File: src/rtl/cheri_pkg.sv
// Shared types and constants for the stack-zeroization LSU arbiter slice.
//   arb_state_t : which requester currently drives the request phase of the data bus
//   owner_e     : owner of a granted bus beat, used to route responses
//   STKZ_WDATA  : write data for zeroization beats (also clears the capability tag)
//   STKZ_BE     : byte enables for zeroization beats (full word)
package cheri_pkg;

    typedef enum logic [1:0] {
        ARB_IDLE,
        ARB_CORE,
        ARB_STKZ
    } arb_state_t;

    typedef enum logic {
        OWN_CORE = 1'b0,
        OWN_STKZ = 1'b1
    } owner_e;

    localparam logic [32:0] STKZ_WDATA = '0;
    localparam logic [3:0]  STKZ_BE    = 4'hF;

endpackage

File: src/rtl/cheri_owner_fifo.sv
// In-order FIFO of bus-beat owners, one entry per granted-but-unresponded transaction.
// Ports:
//   clk_i, rst_ni    clock, async active-low reset (clears all entries)
//   push_i           store push_owner_i at the tail
//   push_owner_i     owner of the beat accepted this cycle
//   pop_i            drop the head entry (caller only pops when not empty)
//   head_owner_o     owner of the oldest outstanding beat
//   count_o          number of outstanding entries
//   empty_o, full_o  occupancy flags
module cheri_owner_fifo
    import cheri_pkg::*;
#(
    parameter  int unsigned Depth = 2,
    localparam int unsigned CntW  = $clog2(Depth + 1),
    localparam int unsigned PtrW  = (Depth > 1) ? $clog2(Depth) : 1
) (
    input  logic            clk_i,
    input  logic            rst_ni,
    input  logic            push_i,
    input  owner_e          push_owner_i,
    input  logic            pop_i,
    output owner_e          head_owner_o,
    output logic [CntW-1:0] count_o,
    output logic            empty_o,
    output logic            full_o
);

    owner_e          mem_q [Depth];
    logic [PtrW-1:0] wptr_q, rptr_q;
    logic [CntW-1:0] count_q;

    function automatic logic [PtrW-1:0] ptr_inc(input logic [PtrW-1:0] p);
        return (p == PtrW'(Depth - 1)) ? '0 : p + PtrW'(1);
    endfunction

    always_ff @(posedge clk_i or negedge rst_ni) begin
        if (!rst_ni) begin
            mem_q   <= '{default: OWN_CORE};
            wptr_q  <= '0;
            rptr_q  <= '0;
            count_q <= '0;
        end else begin
            if (push_i) begin
                mem_q[wptr_q] <= push_owner_i;
                wptr_q        <= ptr_inc(wptr_q);
            end
            if (pop_i) begin
                rptr_q <= ptr_inc(rptr_q);
            end
            case ({push_i, pop_i})
                2'b10:   count_q <= count_q + CntW'(1);
                2'b01:   count_q <= count_q - CntW'(1);
                default: count_q <= count_q;
            endcase
        end
    end

    assign head_owner_o = mem_q[rptr_q];
    assign count_o      = count_q;
    assign empty_o      = (count_q == '0);
    assign full_o       = (count_q == CntW'(Depth));

endmodule

File: src/rtl/cheri_stkz_lsu_arb.sv
// LSU-side arbiter between core load/stores and stack-zeroization word stores on one
// OBI-style data bus. Core traffic wins; a presented beat is held unchanged until granted.
// Granted beats are tracked by owner so in-order responses reach the right requester.
// Ports:
//   clk_i, rst_ni                 clock, async active-low reset
//   core_*_i / core_gnt_o         core request phase (held until grant)
//   core_rvalid_o/rdata_o/err_o   core response phase
//   stkz_lsu_req_i/addr_i         zeroization store request
//   lsu_stkz_req_done_o           zeroization beat accepted on the bus
//   lsu_stkz_resp_valid_o/err_o   zeroization response
//   data_*_o / data_gnt_i         bus request phase
//   data_rvalid_i/rdata_i/err_i   bus response phase
//   unexp_rvalid_o                response arrived with nothing outstanding (dropped)
module cheri_stkz_lsu_arb
    import cheri_pkg::*;
#(
    parameter int unsigned MaxOutstanding = 2
) (
    input  logic        clk_i,
    input  logic        rst_ni,
    input  logic        core_req_i,
    input  logic        core_we_i,
    input  logic [3:0]  core_be_i,
    input  logic [31:0] core_addr_i,
    input  logic [32:0] core_wdata_i,
    output logic        core_gnt_o,
    output logic        core_rvalid_o,
    output logic [32:0] core_rdata_o,
    output logic        core_err_o,
    input  logic        stkz_lsu_req_i,
    input  logic [31:0] stkz_lsu_addr_i,
    output logic        lsu_stkz_req_done_o,
    output logic        lsu_stkz_resp_valid_o,
    output logic        lsu_stkz_resp_err_o,
    output logic        data_req_o,
    output logic        data_we_o,
    output logic [3:0]  data_be_o,
    output logic [31:0] data_addr_o,
    output logic [32:0] data_wdata_o,
    input  logic        data_gnt_i,
    input  logic        data_rvalid_i,
    input  logic [32:0] data_rdata_i,
    input  logic        data_err_i,
    output logic        unexp_rvalid_o
);

    localparam int unsigned CntW = $clog2(MaxOutstanding + 1);

    arb_state_t      state_q, state_d;
    logic            bus_req;
    owner_e          bus_owner;
    logic [29:0]     stkz_word_q;
    logic [29:0]     stkz_word;
    logic            stkz_word_en;
    logic            can_issue;

    logic            fifo_push, fifo_pop;
    owner_e          head_owner;
    logic [CntW-1:0] fifo_count;
    logic            fifo_empty, fifo_full;

    logic            unused_addr_bits;
    assign unused_addr_bits = ^{core_addr_i[1:0], stkz_lsu_addr_i[1:0]};

    assign can_issue = ~fifo_full;

    // The engine is allowed to drop its request while its beat waits for grant, so
    // the stalled zeroization address is captured rather than read from the engine.
    assign stkz_word = (state_q == ARB_STKZ) ? stkz_word_q : stkz_lsu_addr_i[31:2];

    always_comb begin
        state_d      = state_q;
        bus_req      = 1'b0;
        bus_owner    = OWN_CORE;
        stkz_word_en = 1'b0;
        case (state_q)
            ARB_IDLE: begin
                if (can_issue && core_req_i) begin
                    bus_req   = 1'b1;
                    bus_owner = OWN_CORE;
                    if (!data_gnt_i) state_d = ARB_CORE;
                end else if (can_issue && stkz_lsu_req_i) begin
                    bus_req   = 1'b1;
                    bus_owner = OWN_STKZ;
                    if (!data_gnt_i) begin
                        state_d      = ARB_STKZ;
                        stkz_word_en = 1'b1;
                    end
                end
            end
            ARB_CORE: begin
                bus_req   = 1'b1;
                bus_owner = OWN_CORE;
                if (data_gnt_i) state_d = ARB_IDLE;
            end
            ARB_STKZ: begin
                bus_req   = 1'b1;
                bus_owner = OWN_STKZ;
                if (data_gnt_i) state_d = ARB_IDLE;
            end
            default: state_d = ARB_IDLE;
        endcase
    end

    always_ff @(posedge clk_i or negedge rst_ni) begin
        if (!rst_ni) begin
            state_q     <= ARB_IDLE;
            stkz_word_q <= '0;
        end else begin
            state_q <= state_d;
            if (stkz_word_en) stkz_word_q <= stkz_lsu_addr_i[31:2];
        end
    end

    always_comb begin
        data_req_o   = bus_req;
        data_we_o    = 1'b0;
        data_be_o    = '0;
        data_addr_o  = '0;
        data_wdata_o = '0;
        if (bus_req) begin
            if (bus_owner == OWN_CORE) begin
                data_we_o    = core_we_i;
                data_be_o    = core_be_i;
                data_addr_o  = {core_addr_i[31:2], 2'b00};
                data_wdata_o = core_wdata_i;
            end else begin
                data_we_o    = 1'b1;
                data_be_o    = STKZ_BE;
                data_addr_o  = {stkz_word, 2'b00};
                data_wdata_o = STKZ_WDATA;
            end
        end
    end

    assign fifo_push           = bus_req & data_gnt_i;
    assign fifo_pop            = data_rvalid_i & ~fifo_empty;
    assign core_gnt_o          = fifo_push & (bus_owner == OWN_CORE);
    assign lsu_stkz_req_done_o = fifo_push & (bus_owner == OWN_STKZ);

    cheri_owner_fifo #(
        .Depth (MaxOutstanding)
    ) u_owner_fifo (
        .clk_i        (clk_i),
        .rst_ni       (rst_ni),
        .push_i       (fifo_push),
        .push_owner_i (bus_owner),
        .pop_i        (fifo_pop),
        .head_owner_o (head_owner),
        .count_o      (fifo_count),
        .empty_o      (fifo_empty),
        .full_o       (fifo_full)
    );

    assign core_rvalid_o         = fifo_pop & (head_owner == OWN_CORE);
    assign core_rdata_o          = core_rvalid_o ? data_rdata_i : '0;
    assign core_err_o            = core_rvalid_o & data_err_i;
    assign lsu_stkz_resp_valid_o = fifo_pop & (head_owner == OWN_STKZ);
    assign lsu_stkz_resp_err_o   = lsu_stkz_resp_valid_o & data_err_i;
    assign unexp_rvalid_o        = data_rvalid_i & fifo_empty;

    // Issue is suppressed at capacity, so occupancy can never exceed the limit.
    a_count_bound: assert property (@(posedge clk_i) disable iff (!rst_ni)
        fifo_count <= CntW'(MaxOutstanding));

endmodule

File: config.mk
export PLATFORM = sky130hd
export DESIGN_NAME = cheri_stkz_lsu_arb
export DESIGN_NICKNAME = d
export VERILOG_FILES = /design/src/rtl/cheri_pkg.sv /design/src/rtl/cheri_owner_fifo.sv /design/src/rtl/cheri_stkz_lsu_arb.sv
export SDC_FILE = /design/constraint.sdc
export NUM_CORES = 1
export LEC_CHECK = 0
export CORE_ASPECT_RATIO = 1.75
export CORE_MARGIN = 2
export CORE_UTILIZATION = 29
export CTS_CLUSTER_SIZE = 16
export DETAILED_ROUTE_END_ITERATION = 10
export GPL_TIMING_DRIVEN = 0
export PLACE_DENSITY = 0.84
export SYNTH_ARGS = -nofsm -noshare
export SYNTH_HDL_FRONTEND = slang
export SYNTH_SLANG_ARGS = --single-unit
File: constraint.sdc
create_clock -name clk_i -period 2.11 [get_ports clk_i]
set_input_delay 0.5275 -clock clk_i [delete_from_list [all_inputs] [get_ports clk_i]]
set_output_delay 0.5275 -clock clk_i [all_outputs]
set_load 0.02 [all_outputs]
Yosys cells after proc, flatten, opt, wreduce, memory -nomap -nowiden
Index checks and enable logic that the tools add are counted.

storage, ports and cells
  word-level logic and storage cells = 80
  input bits = 142
  flip-flop bits (word level) = 38
  output and inout port bits = 111
  memory bits (writable) = 0
  memories kept = 0
  memory bits (read-only) = 0
  bits in latches = 0

operators by class
  magnitude comparators = 3
  add/subtract/negate cells = 4
  bitwise operators = 15
  shift-type cells = 0
  multiply operators = 0
  divide/modulo/power cells = 0
  muxes and demuxes = 34
  reduce and logical (&&, ||, !) cells = 8
  eq/ne operators = 9

operators with widths
  cell                 count
  $mux 33              3
  $mux 32              2
  $mux 30              1
  $mux 1               15
  $mux 2               5
  $and 1x1->1          9
  $ne 3x3->1 const B   3
  $mux 4               2
  $pmux 2 s2           2
  $eq 2x2->1 const B   3
  $eq 2x1->1 const B   2
  $ge 2x2->1 const B   2
  $logic_not 2->1      2
  $not 1->1            4
  $not 1->2            2
  $pmux 1 s2           2
  $reduce_and 4->1     1
  $logic_and 1x1->1    3
  $add 1x1->1 const B  2
  $add 2x1->2 const B  1
  $bwmux 2             1
  $lt 2x1->1 const B   1
  $ne 2x1->1 const B   1
  $reduce_bool 2->1    1
  3 further kinds      3

Logic depth before layout (Yosys ltp)
  depth in word-level cells = 9
  depth in mapped cells = 9
  gate-level depth less buffers = 9

By module
A second synthesis with hierarchy kept.

second synthesis, totals
  cells, all modules = 310
  area, all modules = 3110.5 um^2

modules (own cells, without submodules)
  module              area an instance (um^2)  times used  cells each  sequential area each (um^2)
  cheri_stkz_lsu_arb  2842.7                   1           289         800.8
  cheri_owner_fifo    267.8                    1           21          150.1

Worst setup path before layout
OpenSTA, ideal clock, no wires.

  kind = reg2out
  from = register state_q[1]
  to = output data_addr_o[10]
  required time = 1582 ps
  data arrival time = 1973 ps
  stages on the path, launching flop included = 9
  setup slack = -391 ps
  buffers on the path = 1
  cell sequence = dfrtp_1 -> inv_1 -> ha_1 -> nor2b_1 -> a31oi_1 -> inv_2 -> clkbuf_1 -> o21ai_0 -> a21oi_1

on the way
  cells in the longest elaborated chain, start to end = 4
  elaborated cells between the ends (all ways) = 9
  classes of those cells = 2 x eq/ne; 5 x mux; 2 x reduce/logical

RTL lines
  element                                   line                       source
  from (decl)                               cheri_stkz_lsu_arb.sv:49   arb_state_t state_q, state_d;
  from (signal assigned)                    cheri_stkz_lsu_arb.sv:110  state_q <= state_d;
  $eq 2x2->1 or $eq 2x1->1 (tied branches)  cheri_stkz_lsu_arb.sv:76   case (state_q)
  $reduce_or 2->1 (no source line)          n/a
  $pmux 1 s2 *                              cheri_stkz_lsu_arb.sv:76
  named net data_req_o                      cheri_stkz_lsu_arb.sv:35   output logic data_req_o,
  $mux 32 *                                 cheri_stkz_lsu_arb.sv:121  if (bus_req) begin
  to (decl)                                 cheri_stkz_lsu_arb.sv:38   output logic [31:0] data_addr_o,

Mark *: on every way through the listed nets, which the timed path passes. The rest lies on a longest branch.

Worst setup path in the final report
  from = register state_q[1]
  to = output data_addr_o[21]

on the way
  cells in the longest elaborated chain, start to end = 4
  elaborated cells between the ends (all ways) = 9
  classes of those cells = 2 x eq/ne; 5 x mux; 2 x reduce/logical

RTL lines
  element                                line
  $eq 2x2->1 (tied with other cells)     cheri_stkz_lsu_arb.sv:69, cheri_stkz_lsu_arb.sv:76
  $pmux 1 s2 (tied with other cells)     cheri_stkz_lsu_arb.sv:76
  $mux 32 or $pmux 1 s2 (tied branches)  cheri_stkz_lsu_arb.sv:122, cheri_stkz_lsu_arb.sv:76
  $mux 32 *                              cheri_stkz_lsu_arb.sv:121

Every way passes the cells marked *; elsewhere a longest branch is shown, timed or not.

==> impl_metrics.ini <==
[status]
status = finished, violations left
violations = setup timing

[finish]
drive_gt1_frac = 0.579
nNetsFinal = 750
syn_to_final_growth_pct = 138

[clock_network]
cts_buffer_depth = 2
path_clk_slew_ns = 0.06
cts_tree = built
clock_sinks = 38
clk_root_buffer_cell = clkbuf_16
cts_buffers = 5
clock_latency_ns = 0.29
htreeDepth = 2
cts_hold_buf = 0

[yosys]
synthesis.area_um2 = 2930
yosysMostFrequentCell = and2_1
synth.distinct_cells = 33
syn_avg_cell_area_um2 = 9.45
yosys-top-cells-count = 68 x and2_1, 38 x dfrtp_1, 32 x o21ai_0
synth-edff-count = 0
synth_ff_type = dfrtp_1
ys_seq_area_frac = 0.325
synth_top_area_cell = dfrtp_1
async_reset_ff_frac = 1.00
synth-seq-cells = 38
synthTopCellsByArea = dfrtp_1 32%, and2_1 15%, mux2_4 12%
syn_inst = 310
ys_warn_count = 0
synth_top_area_frac = 0.325

[placed_design]
gp_congestion = 0.808
post-place-ws_ns = -1.28
dp_hpwl_um = 11800
port_buffers = 246

[grt]
grt_max_degree = 39
use_met3 = 0.162
met2_usage = 0.547
busiest_layer = met2
antenna_found_initial = 4
globalRouteMet1Util = 0.280
grt_pass1_vias = 4034
grt_overflow = 0
grt_pass1_wl_um = 23900
grt_usage = 0.302

[setup_path]
worst_path_largest_cell_delay_ns = 0.46
cp_slowest_cell = dfrtp_2
critPathCaptureType = output port
path_buf_inv = 5
critical_path_class = reg2out
arrival_ns = 2.13
cp.required_ns = 1.58
crit_top_cell = buf_6
cp_cell_sequence = inv_2 > ha_4 > inv_4 > nor3_4 > buf_6 > buf_6 > mux2i_2 > a21oi_2 > buf_4
path_delay_family = buffers and inverters
crit_path_max_fanout = 7
critical_path.startpoint_type = flip-flop

[sta]
rsz0062_at_grt = true
finalCritPeriodShare = 1.26
slew_headroom = 0.397
setup_viol = 101
tightestPinTransition_ns = 0.904
timing.final.max_slew_violations = 0
fin_ws_ns = -0.545
clock.fmax_mhz = 377
fin_skew_ns = 0.00638
finalHoldViolCount = 0
fin_crit_ns = 2.66

[hold_path]
hold_class = in2async

[detailed_routing]
via_per_inst = 5.08
drt-wirelength-per-cell_um = 23.0
drt_iter0_markers = 154
firstDrtPassIters = 5
drc = 0
postRouteAntennaNets = 0
drt_wl_total_um = 16800
vias = 3721

[pwr]
vdd_drop_max_v = 0.000898
leakagePower_uw = 0.00308
total_power_uw = 10600
p_per_area_nw_per_um2 = 1520

[floorplan]
fp.dieW_um = 80.0
rows = 48
die_area_um2 = 11000
io_pins = 253
core_um2 = 9850
start_util = 0.297
die_h_um = 137

[job]
drv_cap = 0
[path summary, 6_finish.rpt]
check	startpoint	endpoint	slack, ns	depth (start not counted)
max	state_q[1]	data_addr_o[21]	-0.55	9
min	rst_ni	stkz_word_q[13]	0.36	1
max reg2reg	state_q[1]	u_owner_fifo.count_o[1]	0.15	9
min reg2reg	stkz_word_q[21]	stkz_word_q[21]	0.49	1
max in group asynchronous	rst_ni	u_owner_fifo.count_o[0]	1.11	1
min in group clk_i	stkz_word_q[21]	stkz_word_q[21]	0.49	1
[routing by layer]
layer,vias up,part of all wire
li1,1658,-
met1,1766,0.31
met2,260,0.51
met3,35,0.15
met4,2,0.033
met5,-,0.00077
[sequential cells by signal, indices dropped and copies added (netlist names)]
| register | flops |
|---|---|
| u_owner_fifo.rptr_q | 1 |
| stkz_word_q | 30 |
| state_q | 2 |
| u_owner_fifo.count_o | 2 |
| u_owner_fifo.mem_q | 2 |
| u_owner_fifo.wptr_q | 1 |
[kinds of logic (layout without fill, tap and decap cells)]
logic type	count (synthesis)	after routing	share of synthesized area
AND/OR/NAND/NOR	87	87	0.181
AO/OA/AOI/OAI	79	79	0.148
multiplexers	63	63	0.260
flip-flops	38	38	0.325
buffers and inverters	33	326	0.0538
XOR/XNOR	5	5	0.0150
adder cells (fa/ha/maj)	4	4	0.0171
other	1	5	0.00128
[area by class of cell]
cell class,instances,area (µm²)
Timing Repair Buffer,288,2960
Fill cell,698,2890
Multi-Input combinational cell,240,2460
Sequential cell,38,955
Buffer,21,243
Tap cell,125,156
Clock buffer,5,125
Inverter,10,43.8
Clock inverter,2,10.0
Antenna cell,3,7.51
[metrics by stage]
step	hold slack, ns	instance area [µm²]	TNS, ns	std cells	utilization
final	0.365	6960	-37.59	732	0.707
after global routing	0.440	6960	-43.62	732	0.707
after CTS	0.394	6890	-33.24	733	0.699
after detailed placement	0.476	5740	-122.82	682	0.583
after global placement	0.468	5750	-134.21	682	0.583
after floorplan	0.232	3130	-0.492	311	-
[power by group]
part | leakage, µW | internal [µW] | switching, µW | total (µW)
logic | 0.00256 | 4450 | 4050 | 8500
clock network | 0.0000695 | 427 | 310 | 737
registers | 0.000454 | 1100 | 266 | 1360
total | 0.00308 | 5980 | 4620 | 10600
[worst register-to-register path, cell delays in order (launching register included)]
cell     delay [ns]
dfrtp_2        0.46
inv_2          0.10
ha_4           0.17
inv_4          0.05
buf_4          0.14
nor3_4         0.21
o21ai_4        0.11
ha_1           0.33
nor2_1         0.15
xor2_1         0.16
[layout by cell type, fill, tap and decap left out, types with 3 or more instances in the layout]
| cell | count |
|---|---|
| xnor2_1 | 4 |
| and2_4 | 66 |
| nor2_1 | 6 |
| mux2i_4 | 13 |
| dfrtp_2 | 3 |
| clkbuf_2 | 5 |
| diode_2 | 3 |
| clkinv_2 | 3 |
| dlygate4sd2_1 | 6 |
| clkdlybuf4s50_1 | 132 |
| dfrtp_1 | 35 |
| mux2_4 | 24 |
| buf_6 | 101 |
| mux2i_2 | 15 |
| buf_4 | 39 |
| o21ai_0 | 27 |
| mux2_1 | 8 |
| buf_8 | 14 |
| a21oi_2 | 29 |
| buf_12 | 4 |
| o21ai_4 | 3 |
| mux2i_1 | 3 |
| clkbuf_8 | 3 |
| clkbuf_16 | 6 |
| nor2b_4 | 3 |
| inv_1 | 5 |
| o21a_1 | 5 |
| o21ai_1 | 4 |
[what timing repair did]
| action | in CTS | in global routing |
|---|---|---|
| buffers inserted | 33 | 1 |
| pin swaps | 68 | 26 |
| cloned | 11 | 0 |
| endpoints found under the setup margin | 109 | 107 |
| endpoints found under the hold margin | 0 | 0 |
| resized for setup | 819 | 49 |
No activity file was read; power rests on OpenSTA's default activity.
